### src/rtl/pic_pkg.sv
// Shared types and constants for the 8259-compatible command decoder.
package pic_pkg;

    localparam int unsigned DATA_W       = 8;
    localparam int unsigned VBASE_W      = 5;
    localparam int unsigned LEVEL_W      = 3;
    localparam int unsigned ICW4_W       = 5;
    localparam int unsigned ICW1_SEL_BIT = 4;
    localparam int unsigned OCW_SEL_HI   = 4;
    localparam int unsigned OCW_SEL_LO   = 3;

    typedef enum logic [2:0] {
        ST_UNINIT    = 3'd0,
        ST_WAIT_ICW2 = 3'd1,
        ST_WAIT_ICW3 = 3'd2,
        ST_WAIT_ICW4 = 3'd3,
        ST_READY     = 3'd4
    } state_t;

    // OCW2 {R,SL,EOI} command codes
    localparam logic [2:0] OCW2_ROT_AEOI_CLR = 3'b000;
    localparam logic [2:0] OCW2_NSEOI        = 3'b001;
    localparam logic [2:0] OCW2_NOP          = 3'b010;
    localparam logic [2:0] OCW2_SEOI         = 3'b011;
    localparam logic [2:0] OCW2_ROT_AEOI_SET = 3'b100;
    localparam logic [2:0] OCW2_ROT_NSEOI    = 3'b101;
    localparam logic [2:0] OCW2_SET_PRIO     = 3'b110;
    localparam logic [2:0] OCW2_ROT_SEOI     = 3'b111;

    typedef struct packed {
        logic eoi;
        logic eoi_specific;
        logic rotate;
        logic set_prio;
        logic rot_aeoi_set;
        logic rot_aeoi_clr;
    } ocw2_cmd_t;

endpackage

### src/rtl/pic_ocw2_decode.sv
// Combinational map from OCW2 {R,SL,EOI} to pulse enables and rotate-AEOI strobes.
module pic_ocw2_decode
    import pic_pkg::*;
(
    input  logic [2:0] i_code,
    output ocw2_cmd_t  o_cmd_c
);

    always_comb begin
        o_cmd_c = '0;
        case (i_code)
            OCW2_NSEOI: begin
                o_cmd_c.eoi = 1'b1;
            end
            OCW2_SEOI: begin
                o_cmd_c.eoi          = 1'b1;
                o_cmd_c.eoi_specific = 1'b1;
            end
            OCW2_ROT_NSEOI: begin
                o_cmd_c.eoi    = 1'b1;
                o_cmd_c.rotate = 1'b1;
            end
            OCW2_ROT_SEOI: begin
                o_cmd_c.eoi          = 1'b1;
                o_cmd_c.eoi_specific = 1'b1;
                o_cmd_c.rotate       = 1'b1;
            end
            OCW2_SET_PRIO: begin
                o_cmd_c.set_prio = 1'b1;
            end
            OCW2_ROT_AEOI_SET: begin
                o_cmd_c.rot_aeoi_set = 1'b1;
            end
            OCW2_ROT_AEOI_CLR: begin
                o_cmd_c.rot_aeoi_clr = 1'b1;
            end
            OCW2_NOP: begin
                o_cmd_c = '0;
            end
            default: begin
                o_cmd_c = '0;
            end
        endcase
    end

endmodule

### src/rtl/pic_command_decoder.sv
// ICW1-ICW4 initialization sequencer and OCW1-OCW3 decoder; all outputs registered.
module pic_command_decoder
    import pic_pkg::*;
(
    input  logic                 i_clk,
    input  logic                 i_rst,
    input  logic                 i_wr_strobe,
    input  logic                 i_a0,
    input  logic [DATA_W-1:0]    i_din,
    output logic                 o_init_done,
    output logic                 o_ltim,
    output logic                 o_sngl,
    output logic                 o_ic4,
    output logic [VBASE_W-1:0]   o_vector_base,
    output logic [DATA_W-1:0]    o_cascade_cfg,
    output logic                 o_upm,
    output logic                 o_aeoi,
    output logic                 o_ms,
    output logic                 o_buf,
    output logic                 o_sfnm,
    output logic [DATA_W-1:0]    o_imr,
    output logic                 o_rotate_aeoi,
    output logic                 o_eoi_pulse,
    output logic                 o_eoi_specific,
    output logic                 o_rotate_pulse,
    output logic                 o_set_prio_pulse,
    output logic [LEVEL_W-1:0]   o_ocw2_level,
    output logic                 o_read_isr,
    output logic                 o_poll_pulse,
    output logic                 o_smm
);

    state_t               r_state, w_state_nxt;
    logic                 r_init_done, w_init_done_nxt;
    logic                 r_ltim, w_ltim_nxt;
    logic                 r_sngl, w_sngl_nxt;
    logic                 r_ic4, w_ic4_nxt;
    logic [VBASE_W-1:0]   r_vbase, w_vbase_nxt;
    logic [DATA_W-1:0]    r_cascade, w_cascade_nxt;
    logic [ICW4_W-1:0]    r_icw4, w_icw4_nxt;
    logic [DATA_W-1:0]    r_imr, w_imr_nxt;
    logic                 r_rot_aeoi, w_rot_aeoi_nxt;
    logic                 r_eoi, w_eoi_nxt;
    logic                 r_eoi_spec, w_eoi_spec_nxt;
    logic                 r_rotate, w_rotate_nxt;
    logic                 r_set_prio, w_set_prio_nxt;
    logic [LEVEL_W-1:0]   r_level, w_level_nxt;
    logic                 r_read_isr, w_read_isr_nxt;
    logic                 r_poll, w_poll_nxt;
    logic                 r_smm, w_smm_nxt;

    logic                 w_icw1;
    logic [1:0]           w_ocw_sel;
    ocw2_cmd_t            w_cmd;

    assign w_icw1    = i_wr_strobe && !i_a0 && i_din[ICW1_SEL_BIT];
    assign w_ocw_sel = i_din[OCW_SEL_HI:OCW_SEL_LO];

    pic_ocw2_decode u_ocw2_decode (
        .i_code  (i_din[7:5]),
        .o_cmd_c (w_cmd)
    );

    always_ff @(posedge i_clk) begin
        if (i_rst) begin
            r_state <= ST_UNINIT;
        end else begin
            r_state <= w_state_nxt;
        end
    end

    // Next state and next register values; pulses default low every cycle.
    always_comb begin
        w_state_nxt     = r_state;
        w_ltim_nxt      = r_ltim;
        w_sngl_nxt      = r_sngl;
        w_ic4_nxt       = r_ic4;
        w_vbase_nxt     = r_vbase;
        w_cascade_nxt   = r_cascade;
        w_icw4_nxt      = r_icw4;
        w_imr_nxt       = r_imr;
        w_rot_aeoi_nxt  = r_rot_aeoi;
        w_eoi_nxt       = 1'b0;
        w_eoi_spec_nxt  = 1'b0;
        w_rotate_nxt    = 1'b0;
        w_set_prio_nxt  = 1'b0;
        w_level_nxt     = r_level;
        w_read_isr_nxt  = r_read_isr;
        w_poll_nxt      = 1'b0;
        w_smm_nxt       = r_smm;

        if (w_icw1) begin
            w_ltim_nxt     = i_din[3];
            w_sngl_nxt     = i_din[1];
            w_ic4_nxt      = i_din[0];
            w_imr_nxt      = '0;
            w_smm_nxt      = 1'b0;
            w_read_isr_nxt = 1'b0;
            w_rot_aeoi_nxt = 1'b0;
            w_icw4_nxt     = '0;
            w_state_nxt    = ST_WAIT_ICW2;
        end else if (i_wr_strobe) begin
            case (r_state)
                ST_WAIT_ICW2: begin
                    if (i_a0) begin
                        w_vbase_nxt = i_din[DATA_W-1:DATA_W-VBASE_W];
                        if (!r_sngl) begin
                            w_state_nxt = ST_WAIT_ICW3;
                        end else if (r_ic4) begin
                            w_state_nxt = ST_WAIT_ICW4;
                        end else begin
                            w_state_nxt = ST_READY;
                        end
                    end
                end
                ST_WAIT_ICW3: begin
                    if (i_a0) begin
                        w_cascade_nxt = i_din;
                        w_state_nxt   = r_ic4 ? ST_WAIT_ICW4 : ST_READY;
                    end
                end
                ST_WAIT_ICW4: begin
                    if (i_a0) begin
                        w_icw4_nxt  = i_din[ICW4_W-1:0];
                        w_state_nxt = ST_READY;
                    end
                end
                ST_READY: begin
                    if (i_a0) begin
                        w_imr_nxt = i_din;
                    end else if (w_ocw_sel == 2'b00) begin
                        w_level_nxt    = i_din[LEVEL_W-1:0];
                        w_eoi_nxt      = w_cmd.eoi;
                        w_eoi_spec_nxt = w_cmd.eoi_specific;
                        w_rotate_nxt   = w_cmd.rotate;
                        w_set_prio_nxt = w_cmd.set_prio;
                        if (w_cmd.rot_aeoi_set) begin
                            w_rot_aeoi_nxt = 1'b1;
                        end else if (w_cmd.rot_aeoi_clr) begin
                            w_rot_aeoi_nxt = 1'b0;
                        end
                    end else if (w_ocw_sel == 2'b01) begin
                        if (i_din[1]) begin
                            w_read_isr_nxt = i_din[0];
                        end
                        w_poll_nxt = i_din[2];
                        if (i_din[6]) begin
                            w_smm_nxt = i_din[5];
                        end
                    end
                end
                default: begin
                    w_state_nxt = r_state;
                end
            endcase
        end

        w_init_done_nxt = (w_state_nxt == ST_READY);
    end

    always_ff @(posedge i_clk) begin
        if (i_rst) begin
            r_init_done <= 1'b0;
            r_ltim      <= 1'b0;
            r_sngl      <= 1'b0;
            r_ic4       <= 1'b0;
            r_vbase     <= '0;
            r_cascade   <= '0;
            r_icw4      <= '0;
            r_imr       <= '0;
            r_rot_aeoi  <= 1'b0;
            r_eoi       <= 1'b0;
            r_eoi_spec  <= 1'b0;
            r_rotate    <= 1'b0;
            r_set_prio  <= 1'b0;
            r_level     <= '0;
            r_read_isr  <= 1'b0;
            r_poll      <= 1'b0;
            r_smm       <= 1'b0;
        end else begin
            r_init_done <= w_init_done_nxt;
            r_ltim      <= w_ltim_nxt;
            r_sngl      <= w_sngl_nxt;
            r_ic4       <= w_ic4_nxt;
            r_vbase     <= w_vbase_nxt;
            r_cascade   <= w_cascade_nxt;
            r_icw4      <= w_icw4_nxt;
            r_imr       <= w_imr_nxt;
            r_rot_aeoi  <= w_rot_aeoi_nxt;
            r_eoi       <= w_eoi_nxt;
            r_eoi_spec  <= w_eoi_spec_nxt;
            r_rotate    <= w_rotate_nxt;
            r_set_prio  <= w_set_prio_nxt;
            r_level     <= w_level_nxt;
            r_read_isr  <= w_read_isr_nxt;
            r_poll      <= w_poll_nxt;
            r_smm       <= w_smm_nxt;
        end
    end

    assign o_init_done      = r_init_done;
    assign o_ltim           = r_ltim;
    assign o_sngl           = r_sngl;
    assign o_ic4            = r_ic4;
    assign o_vector_base    = r_vbase;
    assign o_cascade_cfg    = r_cascade;
    assign o_upm            = r_icw4[0];
    assign o_aeoi           = r_icw4[1];
    assign o_ms             = r_icw4[2];
    assign o_buf            = r_icw4[3];
    assign o_sfnm           = r_icw4[4];
    assign o_imr            = r_imr;
    assign o_rotate_aeoi    = r_rot_aeoi;
    assign o_eoi_pulse      = r_eoi;
    assign o_eoi_specific   = r_eoi_spec;
    assign o_rotate_pulse   = r_rotate;
    assign o_set_prio_pulse = r_set_prio;
    assign o_ocw2_level     = r_level;
    assign o_read_isr       = r_read_isr;
    assign o_poll_pulse     = r_poll;
    assign o_smm            = r_smm;

endmodule
### config.mk
export PLATFORM = sky130hd
export DESIGN_NAME = pic_command_decoder
export DESIGN_NICKNAME = d
export VERILOG_FILES = /design/src/rtl/pic_pkg.sv /design/src/rtl/pic_ocw2_decode.sv /design/src/rtl/pic_command_decoder.sv
export SDC_FILE = /design/constraint.sdc
export NUM_CORES = 1
export LEC_CHECK = 0
export ABC_AREA = 1
export CORE_ASPECT_RATIO = 0.75
export CORE_MARGIN = 4
export CORE_UTILIZATION = 48
export CTS_BUF_LIST = sky130_fd_sc_hd__clkbuf_8
export CTS_CLUSTER_DIAMETER = 50
export DETAILED_ROUTE_END_ITERATION = 6
export PLACE_DENSITY = 0.81
export SLEW_MARGIN = 20
export SYNTH_ARGS = -nofsm -noshare
export SYNTH_HDL_FRONTEND = slang
export SYNTH_SLANG_ARGS = --single-unit
### constraint.sdc
create_clock -name i_clk -period 1.49 [get_ports i_clk]
set_input_delay 0.149 -clock i_clk [delete_from_list [all_inputs] [get_ports i_clk]]
set_output_delay 0.149 -clock i_clk [all_outputs]
set_load 0.02 [all_outputs]
==> impl_metrics.tcl <==
set metrics [dict create \
    rsz0062_at_grt "no" \
    syn-cell-area_mm2 0.00178 \
    cts_inserted_buffers 5 \
    path_clk_slew_ps 90 \
    post-place-ws_ps -137 \
    ys_warn_count 0 \
    cts_root_buffer "clkbuf_8" \
    synthArstFlopShare_pct 0 \
    slew-limit-headroom_pct 77.9 \
    fin_skew_ps 11.3 \
    min_path_type "reg -> reg" \
    status "completed" \
    reg2reg_depth 7 \
    crit_slowest_cell "clkdlybuf4s50_1" \
    grt_pass1_wl_mm 8.38 \
    ys_seq_area_share_pct 49.5 \
    hold_violations 0 \
    synth_cells 230 \
    cp-end-kind "output port" \
    post-cts-setup-buffer-count 0 \
    place.detailed.hpwl_mm 3.80 \
    syn_area_per_cell_um2 7.74 \
    synth_common_cells "dfxtp_1, nor2_1, nand2_1" \
    syn2layout_area_growth_pct 51.4 \
    switching_power_mw 0.574 \
    clock-sinks 44 \
    ctsHoldBuffers 0 \
    io_buffers 52 \
    wl_mm 5.10 \
    synthFlopType "dfxtp_1" \
    cp-endpoint "o_cascade_cfg[6]" \
    track_usage_pct 23.2 \
    switching_share_pct 23.6 \
    cts_max_level 2 \
    tritoncts "done" \
    critical_path_depth 1 \
    seqPwrFrac_pct 49.4 \
    grt_overflow 0 \
    clock_power_share_pct 39.5 \
    startpoint "o_cascade_cfg[6]" \
    p_per_area_mw_per_mm2 904 \
    cp_data_required_time_ps 1340 \
    drt-pass1-iter-count 4 \
    num_rows 18 \
    start_util_pct 52.0 \
    clock_latency_ps 300 \
    peakVddDrop_uv 713 \
    pwr-share-comb_pct 11.1 \
    fmax_ghz 0.703 \
    dieArea_mm2 0.00476 \
    die-width_um 78.3 \
    synth_top_cell_area_share_pct 49.5 \
    critical_path_class "reg -> out" \
    drt_first_iter_violations 129 \
    crit_buf_inv 1 \
    leakagePower_nw 1.12 \
    critPathTopFamily "buffers and inverters" \
    cts-resized-gates 0 \
    synthTopCellsByArea "dfxtp_1, a21oi_1, o21ai_0" \
    max_slew.worst_pin.slew_ps 330 \
    p_int_mw 1.86 \
    drv_slew 0 \
    critPathMaxFanout 2 \
    ios 53 \
    post_drt_wl_per_cell_um 14.1 \
    synth.distinct_cells 23 \
    yosysMostFrequentCell "dfxtp_1" \
    synth_edf_count 0 \
    syn_nets 242 \
    cts_buffer_depth 2 \
    reg2reg_to "o_smm" \
    antenna_cells 0 \
    setup_violations 0 \
    vias_per_cell 5.14 \
    grt_pass1_vias 1664 \
    cp-start-kind "flip-flop" \
    synth-seq-cells 44 \
    core-area_mm2 0.00342 \
    finalCritPeriodShare_pct 95.4 \
    drv_cap 0 \
    place.gp.congestion 0.980 \
    finalSetupTns_ps 0 \
    ff2ff_setup_slack_ps 100 \
    grt_max_degree 19 \
    critPathMaxStageDelay_ps 610 \
    timing.rr.start "r_state[2]" \
    fin_ws_ps 68.2 \
    drive_gt1_share_pct 17.3 \
    vias 1862 \
    cp_data_arrival_time_ps 1270 \
    antenna_found_initial 0 \
    layout_min_cycle_time_ps 1420 \
    ant_nets 0 \
    crit_chain "clkdlybuf4s50_1" \
    fin_nets 323 \
    drc 0 \
    die-height_um 60.7 \
    yosys.area.top_type "dfxtp_1" \
    power_mw 2.44 \
]
-- worst min-delay path by stage --
stage / startpoint / end / slack [ps] / depth (start not counted)
floorplan: i_rst / r_state[0] / 220 / 1
global placement: o_imr[6] / o_imr[6] / 450 / 2
detailed placement: o_imr[7] / o_imr[7] / 450 / 2
CTS: o_imr[1] / o_imr[1] / 460 / 2
global route: o_imr[1] / o_imr[1] / 490 / 2
finish: o_imr[7] / o_imr[7] / 460 / 2
-- layout make-up --
| cell class | count | area [µm²] |
|---|---|---|
| clock buffers | 6 | 82.6 |
| clock inverters | 2 | 38.8 |
| fillers | 262 | 728 |
| inverters | 23 | 88.8 |
| multi-input cells | 155 | 756 |
| flip-flops and latches | 44 | 881 |
| well taps | 50 | 62.6 |
| repair buffers | 82 | 786 |
-- tightest hold or removal path: cells and delay by family (launching register included) --
| kind | cells | cell delay (ps) |
|---|---|---|
| AOI/OAI and AO/OA | 1 | 50 |
| DFF | 1 | 310 |
| and+or+nand+nor | 1 | 60 |
-- power by group through the flow --
stage                     Clock, mW  Combinational (mW)  Sequential [mW]
after floorplan                   0               0.105             1.24
after global placement            0               0.263             1.23
after detailed placement          0               0.264             1.23
after CTS                     0.960               0.267             1.20
after global routing           1.03               0.292             1.21
final                         0.962               0.270             1.20
-- cell families after synthesis --
group	count (synthesis)	synth area share (%)
AND/OR/NAND/NOR	102	27.4
flip-flops	44	49.5
AO/OA/AOI/OAI	53	15.0
buffers and inverters	31	8.08
-- per-layer routing --
layer,track usage [%],vias to the layer above,share of wire [%]
li1,-,918,-
met1,33.2,841,46
met2,34.1,95,42
met3,6.68,8,10
met4,6.98,0,1.3
met5,0,-,0
-- sequential cells by signal (all words and copies together), names as in the netlist, 3 cells and up --
register and cells:
o_cascade_cfg 8, o_imr 8, o_vector_base 5, r_icw4 5, o_ocw2_level 3, r_state 3
-- per-stage QoR --
stage | cells | utilization [%] | cell area (µm²) | hold slack, ps
2_1_floorplan | 230 | - | 1780 | 218
3_3_place_gp | 354 | 75.0 | 2570 | 451
3_5_place_dp | 354 | 75.0 | 2570 | 452
4_1_cts | 362 | 78.6 | 2690 | 464
5_1_grt | 362 | 78.7 | 2700 | 488
6_report | 362 | 78.7 | 2700 | 464
-- cells in the final DEF, fill, tap and decap left out, types with 2 or more instances in the layout --
cell type and count:
clkdlybuf4s50_1 51, dfxtp_1 44, nor2_1 33, nand2_1 30
a21oi_1 27, buf_4 27, o21ai_0 25, nand3_1 21
inv_1 19, clkbuf_8 6, nand2_2 3, inv_2 3
nor2_2 3, nand4_1 3, buf_12 3, nor2_4 2
nor3_2 2, nor3_1 2
Power figures use the tool's default switching activity.
